**config.mk**
```make
export PLATFORM = sky130hd
export DESIGN_NAME = sm_ctrl_flat
export DESIGN_NICKNAME = d
export VERILOG_FILES = /design/src/rtl/sm_ctrl_pkg.sv /design/src/rtl/sm_ctrl_if.sv /design/src/rtl/sm_ctrl_bus_hs_tracker.sv /design/src/rtl/sm_ctrl.sv /design/src/flat_wrapper.sv
export SDC_FILE = /design/constraint.sdc
export NUM_CORES = 1
export LEC_CHECK = 0
export BUFFER_PORTS_ARGS = -buffer_cell sky130_fd_sc_hd__clkbuf_2
export CORE_MARGIN = 5
export CORE_UTILIZATION = 50
export DETAILED_ROUTE_END_ITERATION = 10
export GPL_TIMING_DRIVEN = 0
export PLACE_DENSITY = 0.72
export SYNTH_ARGS = -nofsm -noshare
export SYNTH_HDL_FRONTEND = slang
export SYNTH_SLANG_ARGS = --single-unit
```
**constraint.sdc**
```tcl
create_clock -name clock -period 3.5 [get_ports clock]
set_input_delay 0.7 -clock clock [delete_from_list [all_inputs] [get_ports clock]]
set_output_delay 0.7 -clock clock [all_outputs]
set_load 0.1 [all_outputs]
```
**src/rtl/sm_ctrl_pkg.sv**
```systemverilog
// Shared definitions for the core sequencer: state encoding, decoded instruction classes, trap causes.
// Latency: n/a (types and constants only).
// Backpressure: n/a.
package sm_ctrl_pkg;

    // Seven legal states in three bits; the eighth encoding is treated as corruption.
    typedef enum logic [2:0] {
        ST_START = 3'd0,
        ST_FETCH = 3'd1,
        ST_LOAD  = 3'd2,
        ST_STORE = 3'd3,
        ST_EXEC  = 3'd4,
        ST_HALT  = 3'd5,
        ST_TRAP  = 3'd6
    } state_t;

    typedef enum logic [1:0] {
        CAUSE_NONE    = 2'd0,
        CAUSE_FETCH   = 2'd1,
        CAUSE_LSU     = 2'd2,
        CAUSE_TIMEOUT = 2'd3
    } cause_t;

    // Decoded instruction classes as presented on inst_type.
    localparam int INST_ALU       = 0;
    localparam int INST_LOAD_BYTE = 1;
    localparam int INST_LOAD_HALF = 2;
    localparam int INST_LOAD_WORD = 3;
    localparam int INST_STORE     = 4;
    localparam int INST_BRANCH    = 5;
    localparam int INST_JUMP      = 6;
    localparam int INST_EBREAK    = 7;

endpackage

```
**src/rtl/sm_ctrl_if.sv**
```systemverilog
// Bundle between the sequencer and its IFU/LSU bus masters, decoder and debug/status sinks.
// Latency: n/a (wiring only).
// Backpressure: reqValid/reqReady per bus; responses carry no ready.
// master = sequencer side (drives requests, strobes, status); slave = bus/decoder side.
interface sm_ctrl_if #(
    parameter int INST_TYPE_W = 4,
    parameter int CNT_W       = 32
);
    logic [INST_TYPE_W-1:0] inst_type;
    logic                   ifu_reqReady;
    logic                   ifu_respValid;
    logic                   ifu_respErr;
    logic                   lsu_reqReady;
    logic                   lsu_respValid;
    logic                   lsu_respErr;
    logic                   halt_req;
    logic                   ifu_reqValid;
    logic                   lsu_reqValid;
    logic                   lsu_wen;
    logic                   pc_wen;
    logic                   reg_wen;
    logic                   halted;
    logic                   trap;
    logic [1:0]             trap_cause;
    logic [CNT_W-1:0]       retired;

    modport master (
        input  inst_type, ifu_reqReady, ifu_respValid, ifu_respErr,
               lsu_reqReady, lsu_respValid, lsu_respErr, halt_req,
        output ifu_reqValid, lsu_reqValid, lsu_wen, pc_wen, reg_wen,
               halted, trap, trap_cause, retired
    );

    modport slave (
        output inst_type, ifu_reqReady, ifu_respValid, ifu_respErr,
               lsu_reqReady, lsu_respValid, lsu_respErr, halt_req,
        input  ifu_reqValid, lsu_reqValid, lsu_wen, pc_wen, reg_wen,
               halted, trap, trap_cause, retired
    );

endinterface

```
**src/rtl/sm_ctrl_bus_hs_tracker.sv**
```systemverilog
// Tracks one request/response bus: pending request, response eligibility, response timeout.
// Latency: req_valid set on the start edge; resp_elig/timeout_hit are combinational.
// Backpressure: req_valid held until sampled with req_ready=1; responses ignored while pending.
// Ports: start (enter waiting state), active (waiting state current), abort (drop request),
//        req_ready/resp_valid from bus, req_valid to bus, resp_elig/timeout_hit to the FSM.
module sm_ctrl_bus_hs_tracker #(
    parameter int TIMEOUT = 64
) (
    input  logic clock,
    input  logic reset_n,
    input  logic start,
    input  logic active,
    input  logic abort,
    input  logic req_ready,
    input  logic resp_valid,
    output logic req_valid,
    output logic resp_elig,
    output logic timeout_hit
);

    // Counter only has to reach TIMEOUT-1: the terminal cycle is the TIMEOUT-th in the state.
    localparam int TW = (TIMEOUT > 1) ? $clog2(TIMEOUT) : 1;

    logic [TW-1:0] tmo_cnt;

    // A response only counts once the request has been accepted on an earlier edge.
    assign resp_elig   = active && !req_valid && resp_valid;
    // An eligible response in the terminal cycle wins over the timeout.
    assign timeout_hit = (TIMEOUT > 0) && active && !resp_elig && (tmo_cnt == TW'(TIMEOUT - 1));

    always_ff @(posedge clock or negedge reset_n) begin
        if (!reset_n) begin
            req_valid <= 1'b0;
            tmo_cnt   <= '0;
        end else begin
            if (start) begin
                req_valid <= 1'b1;
            end else if (abort || timeout_hit) begin
                req_valid <= 1'b0;
            end else if (req_valid && req_ready) begin
                req_valid <= 1'b0;
            end

            if (start) begin
                tmo_cnt <= '0;
            end else if (active) begin
                tmo_cnt <= tmo_cnt + TW'(1);
            end
        end
    end

endmodule

```
**src/rtl/sm_ctrl.sv**
```systemverilog
// Core fetch/load/store/exec sequencer with bus timeouts, error traps, debug halt and retire counter.
// Latency: requests/status registered (set on the transition edge); pc_wen/reg_wen combinational.
// Backpressure: waits indefinitely on reqReady and respValid, bounded by TIMEOUT when nonzero.
// Ports: clock, reset_n (async active-low), bus (sm_ctrl_if.master: decoder type, IFU/LSU
//        handshakes, halt_req in; reqValids, lsu_wen, pc/reg strobes, halted/trap/cause, retired out).
module sm_ctrl #(
    parameter int START_DELAY = 10,
    parameter int TIMEOUT     = 64,
    parameter int INST_TYPE_W = 4,
    parameter int CNT_W       = 32
) (
    input  logic        clock,
    input  logic        reset_n,
    sm_ctrl_if.master   bus
);
    import sm_ctrl_pkg::*;

    localparam int DW = (START_DELAY > 1) ? $clog2(START_DELAY) : 1;

    state_t           state;
    cause_t           cause;
    logic [DW-1:0]    dly_cnt;
    logic             halted_q;
    logic             trap_q;
    logic             lsu_wen_q;
    logic [CNT_W-1:0] retired_q;

    logic ifu_req, ifu_elig, ifu_tmo;
    logic lsu_req, lsu_elig, lsu_tmo;
    logic in_fetch, in_lsu, illegal, start_done, resume;
    logic is_load, is_store, is_ebreak;
    logic fetch_ok, fetch_err, lsu_ok, lsu_err, lsu_start;

    assign in_fetch  = (state == ST_FETCH);
    assign in_lsu    = (state == ST_LOAD) || (state == ST_STORE);
    assign illegal   = !(state inside {ST_START, ST_FETCH, ST_LOAD, ST_STORE, ST_EXEC, ST_HALT, ST_TRAP});

    assign start_done = (state == ST_START) &&
                        ((START_DELAY <= 1) || (dly_cnt == DW'(START_DELAY - 1)));

    assign is_load   = (bus.inst_type == INST_TYPE_W'(INST_LOAD_BYTE)) ||
                       (bus.inst_type == INST_TYPE_W'(INST_LOAD_HALF)) ||
                       (bus.inst_type == INST_TYPE_W'(INST_LOAD_WORD));
    assign is_store  = (bus.inst_type == INST_TYPE_W'(INST_STORE));
    assign is_ebreak = (bus.inst_type == INST_TYPE_W'(INST_EBREAK));

    assign fetch_ok  = in_fetch && ifu_elig && !bus.ifu_respErr;
    assign fetch_err = in_fetch && ifu_elig &&  bus.ifu_respErr;
    assign lsu_ok    = in_lsu && lsu_elig && !bus.lsu_respErr;
    assign lsu_err   = in_lsu && lsu_elig &&  bus.lsu_respErr;

    // Every path into FETCH: end of start delay, end of EXEC, leaving HALT; all gated by halt_req.
    assign resume    = !bus.halt_req && (start_done || (state == ST_EXEC) || (state == ST_HALT));
    assign lsu_start = fetch_ok && (is_load || is_store);

    assign bus.pc_wen  = fetch_ok;
    assign bus.reg_wen = (fetch_ok && !is_load && !is_store && !is_ebreak) ||
                         ((state == ST_LOAD) && lsu_ok);

    sm_ctrl_bus_hs_tracker #(.TIMEOUT(TIMEOUT)) u_ifu_hs (
        .clock       (clock),
        .reset_n     (reset_n),
        .start       (resume),
        .active      (in_fetch),
        .abort       (illegal),
        .req_ready   (bus.ifu_reqReady),
        .resp_valid  (bus.ifu_respValid),
        .req_valid   (ifu_req),
        .resp_elig   (ifu_elig),
        .timeout_hit (ifu_tmo)
    );

    sm_ctrl_bus_hs_tracker #(.TIMEOUT(TIMEOUT)) u_lsu_hs (
        .clock       (clock),
        .reset_n     (reset_n),
        .start       (lsu_start),
        .active      (in_lsu),
        .abort       (illegal),
        .req_ready   (bus.lsu_reqReady),
        .resp_valid  (bus.lsu_respValid),
        .req_valid   (lsu_req),
        .resp_elig   (lsu_elig),
        .timeout_hit (lsu_tmo)
    );

    always_ff @(posedge clock or negedge reset_n) begin
        if (!reset_n) begin
            state     <= ST_START;
            cause     <= CAUSE_NONE;
            dly_cnt   <= '0;
            halted_q  <= 1'b0;
            trap_q    <= 1'b0;
            lsu_wen_q <= 1'b0;
            retired_q <= '0;
        end else begin
            // Store flag lives exactly as long as the LSU request it qualifies.
            if (lsu_start) begin
                lsu_wen_q <= is_store;
            end else if (!in_lsu || (lsu_req && bus.lsu_reqReady) || lsu_tmo) begin
                lsu_wen_q <= 1'b0;
            end

            case (state)
                ST_START: begin
                    if (start_done) begin
                        dly_cnt <= '0;
                        if (bus.halt_req) begin
                            state    <= ST_HALT;
                            halted_q <= 1'b1;
                        end else begin
                            state <= ST_FETCH;
                        end
                    end else begin
                        dly_cnt <= dly_cnt + DW'(1);
                    end
                end
                ST_FETCH: begin
                    if (fetch_err) begin
                        state  <= ST_TRAP;
                        trap_q <= 1'b1;
                        cause  <= CAUSE_FETCH;
                    end else if (fetch_ok) begin
                        if (is_load) begin
                            state <= ST_LOAD;
                        end else if (is_store) begin
                            state <= ST_STORE;
                        end else if (is_ebreak) begin
                            state     <= ST_HALT;
                            halted_q  <= 1'b1;
                            retired_q <= retired_q + CNT_W'(1);
                        end else begin
                            state <= ST_EXEC;
                        end
                    end else if (ifu_tmo) begin
                        state  <= ST_TRAP;
                        trap_q <= 1'b1;
                        cause  <= CAUSE_TIMEOUT;
                    end
                end
                ST_LOAD, ST_STORE: begin
                    if (lsu_err) begin
                        state  <= ST_TRAP;
                        trap_q <= 1'b1;
                        cause  <= CAUSE_LSU;
                    end else if (lsu_ok) begin
                        state <= ST_EXEC;
                    end else if (lsu_tmo) begin
                        state  <= ST_TRAP;
                        trap_q <= 1'b1;
                        cause  <= CAUSE_TIMEOUT;
                    end
                end
                ST_EXEC: begin
                    retired_q <= retired_q + CNT_W'(1);
                    if (bus.halt_req) begin
                        state    <= ST_HALT;
                        halted_q <= 1'b1;
                    end else begin
                        state <= ST_FETCH;
                    end
                end
                ST_HALT: begin
                    if (!bus.halt_req) begin
                        state    <= ST_FETCH;
                        halted_q <= 1'b0;
                    end
                end
                ST_TRAP: begin
                    state <= ST_TRAP;
                end
                default: begin
                    // Corrupted encoding: park in TRAP rather than wedge.
                    state  <= ST_TRAP;
                    trap_q <= 1'b1;
                    cause  <= CAUSE_TIMEOUT;
                end
            endcase
        end
    end

    assign bus.ifu_reqValid = ifu_req;
    assign bus.lsu_reqValid = lsu_req;
    assign bus.lsu_wen      = lsu_wen_q;
    assign bus.halted       = halted_q;
    assign bus.trap         = trap_q;
    assign bus.trap_cause   = cause;
    assign bus.retired      = retired_q;

endmodule

```
**src/flat_wrapper.sv**
```systemverilog
// flat-port wrapper written by rule: the top's interface ports become plain ports
module sm_ctrl_flat import sm_ctrl_pkg::*;
#(
    parameter int START_DELAY = 10,
    parameter int TIMEOUT     = 64,
    parameter int INST_TYPE_W = 4,
    parameter int CNT_W       = 32
)
  (clock, reset_n, bus_inst_type, bus_ifu_reqReady, bus_ifu_respValid, bus_ifu_respErr, bus_lsu_reqReady, bus_lsu_respValid, bus_lsu_respErr, bus_halt_req, bus_ifu_reqValid, bus_lsu_reqValid, bus_lsu_wen, bus_pc_wen, bus_reg_wen, bus_halted, bus_trap, bus_trap_cause, bus_retired);
  sm_ctrl_if #(.INST_TYPE_W(INST_TYPE_W), .CNT_W(CNT_W)) bus_i ();
  input  logic clock;
  input  logic reset_n;
  input wire logic [$bits(bus_i.inst_type)-1:0] bus_inst_type;
  input wire logic [$bits(bus_i.ifu_reqReady)-1:0] bus_ifu_reqReady;
  input wire logic [$bits(bus_i.ifu_respValid)-1:0] bus_ifu_respValid;
  input wire logic [$bits(bus_i.ifu_respErr)-1:0] bus_ifu_respErr;
  input wire logic [$bits(bus_i.lsu_reqReady)-1:0] bus_lsu_reqReady;
  input wire logic [$bits(bus_i.lsu_respValid)-1:0] bus_lsu_respValid;
  input wire logic [$bits(bus_i.lsu_respErr)-1:0] bus_lsu_respErr;
  input wire logic [$bits(bus_i.halt_req)-1:0] bus_halt_req;
  output wire logic [$bits(bus_i.ifu_reqValid)-1:0] bus_ifu_reqValid;
  output wire logic [$bits(bus_i.lsu_reqValid)-1:0] bus_lsu_reqValid;
  output wire logic [$bits(bus_i.lsu_wen)-1:0] bus_lsu_wen;
  output wire logic [$bits(bus_i.pc_wen)-1:0] bus_pc_wen;
  output wire logic [$bits(bus_i.reg_wen)-1:0] bus_reg_wen;
  output wire logic [$bits(bus_i.halted)-1:0] bus_halted;
  output wire logic [$bits(bus_i.trap)-1:0] bus_trap;
  output wire logic [$bits(bus_i.trap_cause)-1:0] bus_trap_cause;
  output wire logic [$bits(bus_i.retired)-1:0] bus_retired;
  assign bus_i.inst_type = bus_inst_type;
  assign bus_i.ifu_reqReady = bus_ifu_reqReady;
  assign bus_i.ifu_respValid = bus_ifu_respValid;
  assign bus_i.ifu_respErr = bus_ifu_respErr;
  assign bus_i.lsu_reqReady = bus_lsu_reqReady;
  assign bus_i.lsu_respValid = bus_lsu_respValid;
  assign bus_i.lsu_respErr = bus_lsu_respErr;
  assign bus_i.halt_req = bus_halt_req;
  assign bus_ifu_reqValid = bus_i.ifu_reqValid;
  assign bus_lsu_reqValid = bus_i.lsu_reqValid;
  assign bus_lsu_wen = bus_i.lsu_wen;
  assign bus_pc_wen = bus_i.pc_wen;
  assign bus_reg_wen = bus_i.reg_wen;
  assign bus_halted = bus_i.halted;
  assign bus_trap = bus_i.trap;
  assign bus_trap_cause = bus_i.trap_cause;
  assign bus_retired = bus_i.retired;
  sm_ctrl #(.START_DELAY(START_DELAY), .TIMEOUT(TIMEOUT), .INST_TYPE_W(INST_TYPE_W), .CNT_W(CNT_W)) u_core (.clock(clock), .reset_n(reset_n), .bus(bus_i));
endmodule
```
==> results of run 1 <==
routing by layer:
layer / part of all wire, % / vias to the layer above
met1: 45 / 1265
li1: - / 1227
met5: 0 / -
met4: 1.7 / 0
met2: 49 / 51
met3: 4.2 / 13
logic make-up after synthesis:
group	Yosys count
simple gates	121
flops	58
compound gates	49
xor+xnor	42
buf+inv	21
fa+ha+maj	5
mux	3
final cells by class:
cell class	instances	area (um^2)	area share, %
buffer	14	70.1	1.87
clock buffer	11	151	4.05
clock inverter	5	52.6	1.40
inverter	7	26.3	0.702
multi-input combinational	220	1630	43.4
sequential	58	1450	38.8
tap	77	96.3	2.58
timing repair buffer	53	268	7.16
registers in the layout, summed over array words and instances (netlist names), 2 cells and up:
name,flops
u_core.bus.retired,32
u_core.u_ifu_hs.tmo_cnt,6
u_core.u_lsu_hs.tmo_cnt,6
u_core.dly_cnt,4
u_core.state,3
u_core.bus.trap_cause,2
through the flow:
stage                     hold slack [ps]  total power, mW  util [%]
after CTS                             470             2.71      59.9
after global placement                452             2.03      56.6
final                                 465             2.69      59.9
after detailed placement              459             2.06      56.7
after floorplan                       404             1.82         -
after global routing                  477             2.86      59.9
critical path, cell delays in order (launching register included):
cell and delay [ps]:
sky130_fd_sc_hd__dfrtp_1 380, sky130_fd_sc_hd__buf_6 140, sky130_fd_sc_hd__nor3b_4 400, sky130_fd_sc_hd__buf_4 260, sky130_fd_sc_hd__o311ai_1 190, sky130_fd_sc_hd__o22ai_2 160, sky130_fd_sc_hd__clkbuf_2 480
cells in the mapped netlist, drive strengths merged, types with 4 or more instances:
| master | instances |
|---|---|
| nand2 | 29 |
| dfrtp | 58 |
| nor4 | 6 |
| xnor2 | 13 |
| a2111oi | 8 |
| buf | 7 |
| xor2 | 29 |
| inv | 7 |
| and3 | 7 |
| nand3 | 13 |
| and4 | 5 |
| nor3 | 4 |
| a21oi | 6 |
| nand2b | 7 |
| nor2 | 15 |
| ha | 5 |
| clkbuf | 7 |
| o21ai | 7 |
| nand4 | 17 |
worst max path at each step:
stage                  end  cells past startpoint                                  start
4_1_cts        bus_reg_wen                      6            u_core.state[2]$_DFFE_PN0P_
5_1_grt        bus_reg_wen                      6            u_core.state[2]$_DFFE_PN0P_
3_5_place_dp   bus_reg_wen                      5                        bus_ifu_respErr
6_report       bus_reg_wen                      6            u_core.state[2]$_DFFE_PN0P_
2_1_floorplan  bus_reg_wen                      3  u_core.u_ifu_hs.req_valid$_DFFE_PN0P_
3_3_place_gp   bus_reg_wen                      5                        bus_ifu_respErr
power by group through the flow:
stage / registers (mW) / clock network [mW] / logic [mW]
floorplan: 1.23 / 0 / 0.589
CTS: 0.945 / 0.652 / 1.11
global placement: 0.949 / 0 / 1.08
finish: 0.946 / 0.636 / 1.10
detailed placement: 0.955 / 0 / 1.10
global route: 0.966 / 0.689 / 1.20
cell usage in the layout (no fill, tap or decap), types with 3 or more instances in the layout:
cell | Yosys | final
sky130_fd_sc_hd__a2111oi_1 | 3 | 3
sky130_fd_sc_hd__a2111oi_2 | 5 | 5
sky130_fd_sc_hd__a211oi_1 | 3 | 3
sky130_fd_sc_hd__a21oi_1 | 6 | 6
sky130_fd_sc_hd__a31o_2 | 3 | 3
sky130_fd_sc_hd__and3_1 | 7 | 7
sky130_fd_sc_hd__and4_1 | 5 | 5
sky130_fd_sc_hd__buf_2 | 5 | 5
sky130_fd_sc_hd__clkbuf_1 | 7 | 7
sky130_fd_sc_hd__clkbuf_2 | 0 | 52
sky130_fd_sc_hd__clkbuf_8 | 0 | 11
sky130_fd_sc_hd__clkinv_2 | 0 | 3
sky130_fd_sc_hd__dfrtp_1 | 58 | 58
sky130_fd_sc_hd__ha_1 | 5 | 5
sky130_fd_sc_hd__inv_1 | 7 | 7
sky130_fd_sc_hd__nand2_1 | 29 | 29
sky130_fd_sc_hd__nand2b_1 | 7 | 7
sky130_fd_sc_hd__nand3_1 | 11 | 11
sky130_fd_sc_hd__nand4_1 | 15 | 15
sky130_fd_sc_hd__nor2_1 | 15 | 15
sky130_fd_sc_hd__nor3_1 | 4 | 4
sky130_fd_sc_hd__nor4_1 | 5 | 5
sky130_fd_sc_hd__o21ai_0 | 7 | 7
sky130_fd_sc_hd__xnor2_1 | 13 | 13
sky130_fd_sc_hd__xor2_1 | 29 | 29
==> reports/qor_table.md, run 1 <==
| Quantity | This run |
|---|---|
| Worst-path fanout max | 10 |
| Chip Height | 89.6 um |
| Post-synthesis compound-gate area fraction | 12.6% |
| WP data arrival | 2350 ps |
| Site Rows | 29 |
| Maximum number of pins on one net before global-route repair | 59 |
| Total detailed-routing wirelength | 7140 um |
| Sequential-to-total area share from yosys stat | 45.8% |
| Worst reg2reg path depth | 5 |
| Minimum clock period | 3050 ps |
| Clock Pin Slew Worst Setup and Hold Paths | 70 ps |
| Number of antenna cells inserted | 0 |
| Antenna Nets Post-Route | 0 |
| Antenna violations before repair | 0 |
| TritonCTS clock tree | built |
| Cell at the root of the clock tree | sky130_fd_sc_hd__clkbuf_8 |
| Count of final setup violators | 0 |
| Sequential fraction of design power | 35.2% |
| Met1 layer usage reported by global route | 26.3% |
| Peak VDD IR | 681 uV |
| Reg-to-reg slack, setup | 1390 ps |
| Clock share of power | 23.7% |
| Fin Setup TNS | 0 ps |
| Hold crit path type | primary input to asynchronous set/reset pin |
| Fraction of met2 tracks used by global routing | 31.4% |
| Unrepaired setup endpoints after global routing | no |
| Standard cell core area | 0.00624 mm^2 |
| Portion of total power attributed to combinational logic | 41.1% |
| Net Count, Synth | 317 |
| Post-cts hold buffer count | 0 |
| Clock buffer count from CTS | 9 |
| Combinational family with the most area after synthesis | simple AND/OR/NAND/NOR gates |
| Power Density | 718 mW/mm^2 |
| Total congestion overflow after global routing | 0 |
| Simple-gate portion of the synthesized area | 23.9% |
| CP Class | register to output port |
| LEAKAGE | 1.59 nW |
| First-pass GRT wire length | 12,300 um |
| Proportion of layout cells with a drive suffix above 1 | 26.6% |
| Switching part of the total power | 44.3% |
| XOR/XNOR share of the synthesized area | 11.6% |
| Max Cap Viol | 0 |
| Leading area contributor after synthesis | sky130_fd_sc_hd__dfrtp_1 |
| Number of different library cells in the post-synthesis netlist | 57 |
| DRC | 0 |
| Initial standard-cell utilization of the core | 50.7% |
| H-tree levels | 3 |
| Via count of the first global-routing pass | 2,571 |
| Number of enable flip-flop cells after synthesis | 0 |
| Status | finished clean |
| Io pins | 54 |
| Total number of vias | 2,556 |
| Int Pwr | 1.50 mW |
| Total global routing track utilization | 19.9% |
| Count of final hold-check violations | 0 |
| Flops & latches, synth | 58 |
| Synthesis warning total | 0 |
| Ranking of synthesized cells by area | sky130_fd_sc_hd__dfrtp_1 46%, sky130_fd_sc_hd__xor2_1 8.0%, sky130_fd_sc_hd__xnor2_1 3.6% |
| Post-CTS setup buffer count | 0 |
| Cells after Synth | 299 |
| Final period utilization | 87.1% |
| Die area | 0.00803 mm^2 |
| Via-to-Cell Ratio | 5.74 |
| Worst-Skew Late Latency | 340 ps |
| Primary flip-flop cell chosen by synthesis mapping | sky130_fd_sc_hd__dfrtp_1 |
| Global routing's busiest layer | met2 |
| Final Worst Setup Slack | 452 ps |
| Proportion of synthesized flip-flops having asynchronous set or reset | 100% |
| Chip Width | 89.6 um |
| Pins Over Slew Limit | 0 |
| Number of port buffers | 53 |
| Non-filler cells in the finished layout | 445 |
| Final net count | 381 |
| Critical R2R Capture | u_core.bus.retired[21]$_DFFE_PN0P_ |
| WL/cell | 16.0 um |
| Setup crit start kind | register |
| Post-CTS sizing | 0 |
| Fill cell count | 560 |
| Mean instance size in the synthesized netlist | 10.6 um^2 |
| Number of clock sinks | 58 |
| RR Startpoint | u_core.state[1]$_DFFE_PN0P_ |
| Placer's final routability congestion estimate | 0.841 |
| Fraction of synthesized area in multiplexers | 1.03% |
| Transition time of the tightest slew-check pin | 817 ps |
| Hpwl dp | 5050 um |
| Cell Area, Placed | 0.00354 mm^2 |
| Number of search-and-repair iterations in the first detailed-routing pass | 4 |
| Share of synthesized cell area in full adder, half adder and majority cells | 1.98% |
| Post-Route Skew | 6.39 ps |
| Worst Setup End Kind | output port |
| Remaining max-slew budget at the tightest pin | 45.1% |
| Critical path required time | 2800 ps |
| Proportion of netlist area held by the largest area contributor | 45.8% |
| Iter 0 DRT Violations | 86 |
| Met3 usage | 5.11% |
| Buffers from clock root to sink, at most | 2 |
| Cell total after placement | 429 |
| Worst slack, placed | 650 ps |
| Post-synthesis to final-layout area growth | 18.1% |
| Cell area after layout | 0.00374 mm^2 |
| Syn Std Cell Area | 0.00317 mm^2 |
| Highest attainable clock frequency | 328 MHz |
| Net switching power figure | 1.19 mW |
(Power assumes the default switching activity.)
==> run 2: changes to the inputs <==
--- a/config.mk
+++ b/config.mk
@@ -5,7 +5,7 @@
 export SDC_FILE = /design/constraint.sdc
 export NUM_CORES = 1
 export LEC_CHECK = 0
-export BUFFER_PORTS_ARGS = -buffer_cell sky130_fd_sc_hd__clkbuf_2
+export BUFFER_PORTS_ARGS = -buffer_cell sky130_fd_sc_hd__buf_4
 export CORE_MARGIN = 5
 export CORE_UTILIZATION = 50
 export DETAILED_ROUTE_END_ITERATION = 10
==> run 2 against run 1 <==
Compared with the run above: critical path depth unchanged; worst setup slack improved by 150 ps; cell count unchanged; clock skew increased by 2.5 ps; critical path type unchanged; largest cell class unchanged; highest routed layer unchanged.
==> reports/qor_table.md, run 2 (same netlist as run 1, synthesis figures left out) <==
| Quantity | This run | vs previous |
|---|---|---|
| Status | finished clean | unchanged |
| Cell Area, Placed | 0.00367 mm^2 | was 0.00354 mm^2 |
| Hold crit path type | primary input to asynchronous set/reset pin | unchanged |
| Worst-Skew Late Latency | 350 ps | was 340 ps |
| Clock Pin Slew Worst Setup and Hold Paths | 70 ps | about the same |
| Final Worst Setup Slack | 604 ps | was 452 ps |
| Post-synthesis to final-layout area growth | 22.7% | was 18.1% |
| Highest attainable clock frequency | 345 MHz | was 328 MHz |
| Chip Width | 89.6 um | unchanged |
| CP Class | register to output port | unchanged |
| Power Total | 2.78 mW | was 2.69 mW |
| Count of final setup violators | 0 | unchanged |
| Worst Hold Margin | 416 ps | was 465 ps |
| Max Cap Viol | 0 | unchanged |
| Cell breakdown of the critical path | buf_6 -> nor3b_4 -> buf_4 -> o311ai_1 -> o22ai_2 -> buf_4 | was buf_6 -> nor3b_4 -> buf_4 -> o311ai_1 -> o22ai_2 -> clkbuf_2 |
| Number of clock sinks | 58 | unchanged |
| Via-to-Cell Ratio | 5.83 | was 5.74 |
| Power Density | 715 mW/mm^2 | was 718 mW/mm^2 |
| Via count of the first global-routing pass | 2,651 | was 2,571 |
| Transition time of the tightest slew-check pin | 736 ps | was 817 ps |
| Critical path required time | 2800 ps | about the same |
| Clock share of power | 25.1% | was 23.7% |
| Worst Setup End Kind | output port | unchanged |
| Final period utilization | 82.7% | was 87.1% |
| Most frequent CP cell | sky130_fd_sc_hd__buf_4 |  |
| Fin Setup TNS | 0 ps | unchanged |
| Cell at the root of the clock tree | sky130_fd_sc_hd__clkbuf_8 | unchanged |
| Cell area after layout | 0.00389 mm^2 | was 0.00374 mm^2 |
| Io pins | 54 | unchanged |
| Critical path startpoint | u_core.state[2]$_DFFE_PN0P_ | unchanged |
| Standard cell core area | 0.00624 mm^2 | unchanged |
| Post-cts hold buffer count | 0 | unchanged |
| Die area | 0.00803 mm^2 | unchanged |
| Antenna violations before repair | 0 | unchanged |
| Number of search-and-repair iterations in the first detailed-routing pass | 6 | was 4 |
| Net switching power figure | 1.20 mW | was 1.19 mW |
| Setup crit start kind | register | unchanged |
| RR Startpoint | u_core.state[1]$_DFFE_PN0P_ | unchanged |
| Post-CTS sizing | 0 | unchanged |
| Unrepaired setup endpoints after global routing | no | unchanged |
| Worst-path fanout max | 10 | unchanged |
| Maximum number of pins on one net before global-route repair | 59 | unchanged |
| Sequential fraction of design power | 34.1% | was 35.2% |
| Util after Layout | 62.3% | was 59.9% |
| Pins Over Slew Limit | 0 | unchanged |
| Met1 layer usage reported by global route | 26.5% | was 26.3% |
| Global routing's busiest layer | met2 | unchanged |
| Site Rows | 29 | unchanged |
| Int Pwr | 1.58 mW | was 1.50 mW |
| Library cell contributing the largest single delay on the critical path | sky130_fd_sc_hd__nor3b_4 | was sky130_fd_sc_hd__clkbuf_2 |
| Total congestion overflow after global routing | 0 | unchanged |
| Total global routing track utilization | 20.5% | was 19.9% |
| Chip Height | 89.6 um | unchanged |
| Fraction of met2 tracks used by global routing | 31.9% | was 31.4% |
| Worst slack, placed | 799 ps | was 650 ps |
| Total number of vias | 2,594 | was 2,556 |
| Number of flip-flops under the largest register name | 32 | unchanged |
| Delay of the slowest cell on the worst path | 390 ps | was 480 ps |
| Number of antenna cells inserted | 0 | unchanged |
| Commonest cells after routing, fill and taps aside | 58 x sky130_fd_sc_hd__dfrtp_1, 54 x sky130_fd_sc_hd__buf_4, 29 x sky130_fd_sc_hd__nand2_1, 29 x sky130_fd_sc_hd__xor2_1 | was 58 x sky130_fd_sc_hd__dfrtp_1, 52 x sky130_fd_sc_hd__clkbuf_2, 29 x sky130_fd_sc_hd__nand2_1, 29 x sky130_fd_sc_hd__xor2_1 |
| Minimum clock period | 2900 ps | was 3050 ps |
| Iter 0 DRT Violations | 154 | was 86 |
| First-pass GRT wire length | 12,600 um | was 12,300 um |
| TritonCTS clock tree | built | unchanged |
| Buffers from clock root to sink, at most | 2 | unchanged |
| LEAKAGE | 1.62 nW | was 1.59 nW |
| Post-CTS setup buffer count | 0 | unchanged |
| Antenna Nets Post-Route | 0 | unchanged |
| Hpwl dp | 5090 um | was 5050 um |
| Post-Route Skew | 8.88 ps | was 6.39 ps |
| Final net count | 381 | unchanged |
| Non-filler cells in the finished layout | 445 | unchanged |
| Switching part of the total power | 43.1% | was 44.3% |
| Remaining max-slew budget at the tightest pin | 50.9% | was 45.1% |
| Peak VDD IR | 717 uV | was 681 uV |
| Total detailed-routing wirelength | 7280 um | was 7140 um |
| Cell total after placement | 429 | unchanged |
| WL/cell | 16.4 um | was 16.0 um |
| Number of port buffers | 53 | unchanged |
| Clock buffer count from CTS | 9 | unchanged |
| Met3 usage | 5.75% | was 5.11% |
| Placer's final routability congestion estimate | 0.859 | was 0.841 |
| WP data arrival | 2200 ps | was 2350 ps |
| DRC | 0 | unchanged |
| Portion of total power attributed to combinational logic | 40.8% | was 41.1% |
| Most common cell after layout, fill and taps aside | sky130_fd_sc_hd__dfrtp_1 | unchanged |
| Initial standard-cell utilization of the core | 50.7% | unchanged |
| H-tree levels | 3 | unchanged |
| Count of final hold-check violations | 0 | unchanged |
| Proportion of layout cells with a drive suffix above 1 | 26.4% | was 26.6% |
-- run 2: critical path: cells and delay by family, from the launching register on --
| family | cells | cell delay, ps |
|---|---|---|
| AND/OR/NAND/NOR | 1 | 390 |
| AO/OA/AOI/OAI | 2 | 360 |
| buffers and inverters | 3 | 720 |
| flip-flops | 1 | 370 |
-- run 2: power groups by stage --
stage	clock network (mW)	logic (mW)	registers, mW
floorplan	0	0.589	1.23
global placement	0	1.12	0.951
detailed placement	0	1.13	0.956
CTS	0.711	1.14	0.946
global route	0.741	1.24	0.969
finish	0.697	1.13	0.948
-- run 2: cell type report --
class                           instances  area, um^2
Buffer                                 14        70.1
Clock buffer                           11         141
Clock inverter                          5        77.6
Fill cell                             527        2350
Inverter                                7        26.3
Multi-Input combinational cell        220        1630
Sequential cell                        58        1450
Tap cell                               77        96.3
Timing Repair Buffer                   53         398
-- run 2: worst paths after layout --
check	end	slack (ps)	cells after the start
min reg2reg	u_core.bus.retired[31]$_DFFE_PN0P_	470	1
max in group asynchronous	u_core.u_lsu_hs.tmo_cnt[2]$_DFFE_PN0P_	2600	1
max reg2reg	u_core.bus.retired[21]$_DFFE_PN0P_	1430	5
min in group clock	u_core.bus.retired[31]$_DFFE_PN0P_	470	1
max	bus_reg_wen	600	6
min	u_core.u_ifu_hs.tmo_cnt[5]$_DFFE_PN0P_	420	1
-- run 2: routing by layer --
metal  wire, um  up-vias  share of wire (%)
met2       3530       77                 49
li1           -     1230                  -
met3        466       12                6.4
met1       3160     1275                 43
met4        118        0                1.6
met5          0        -                  0
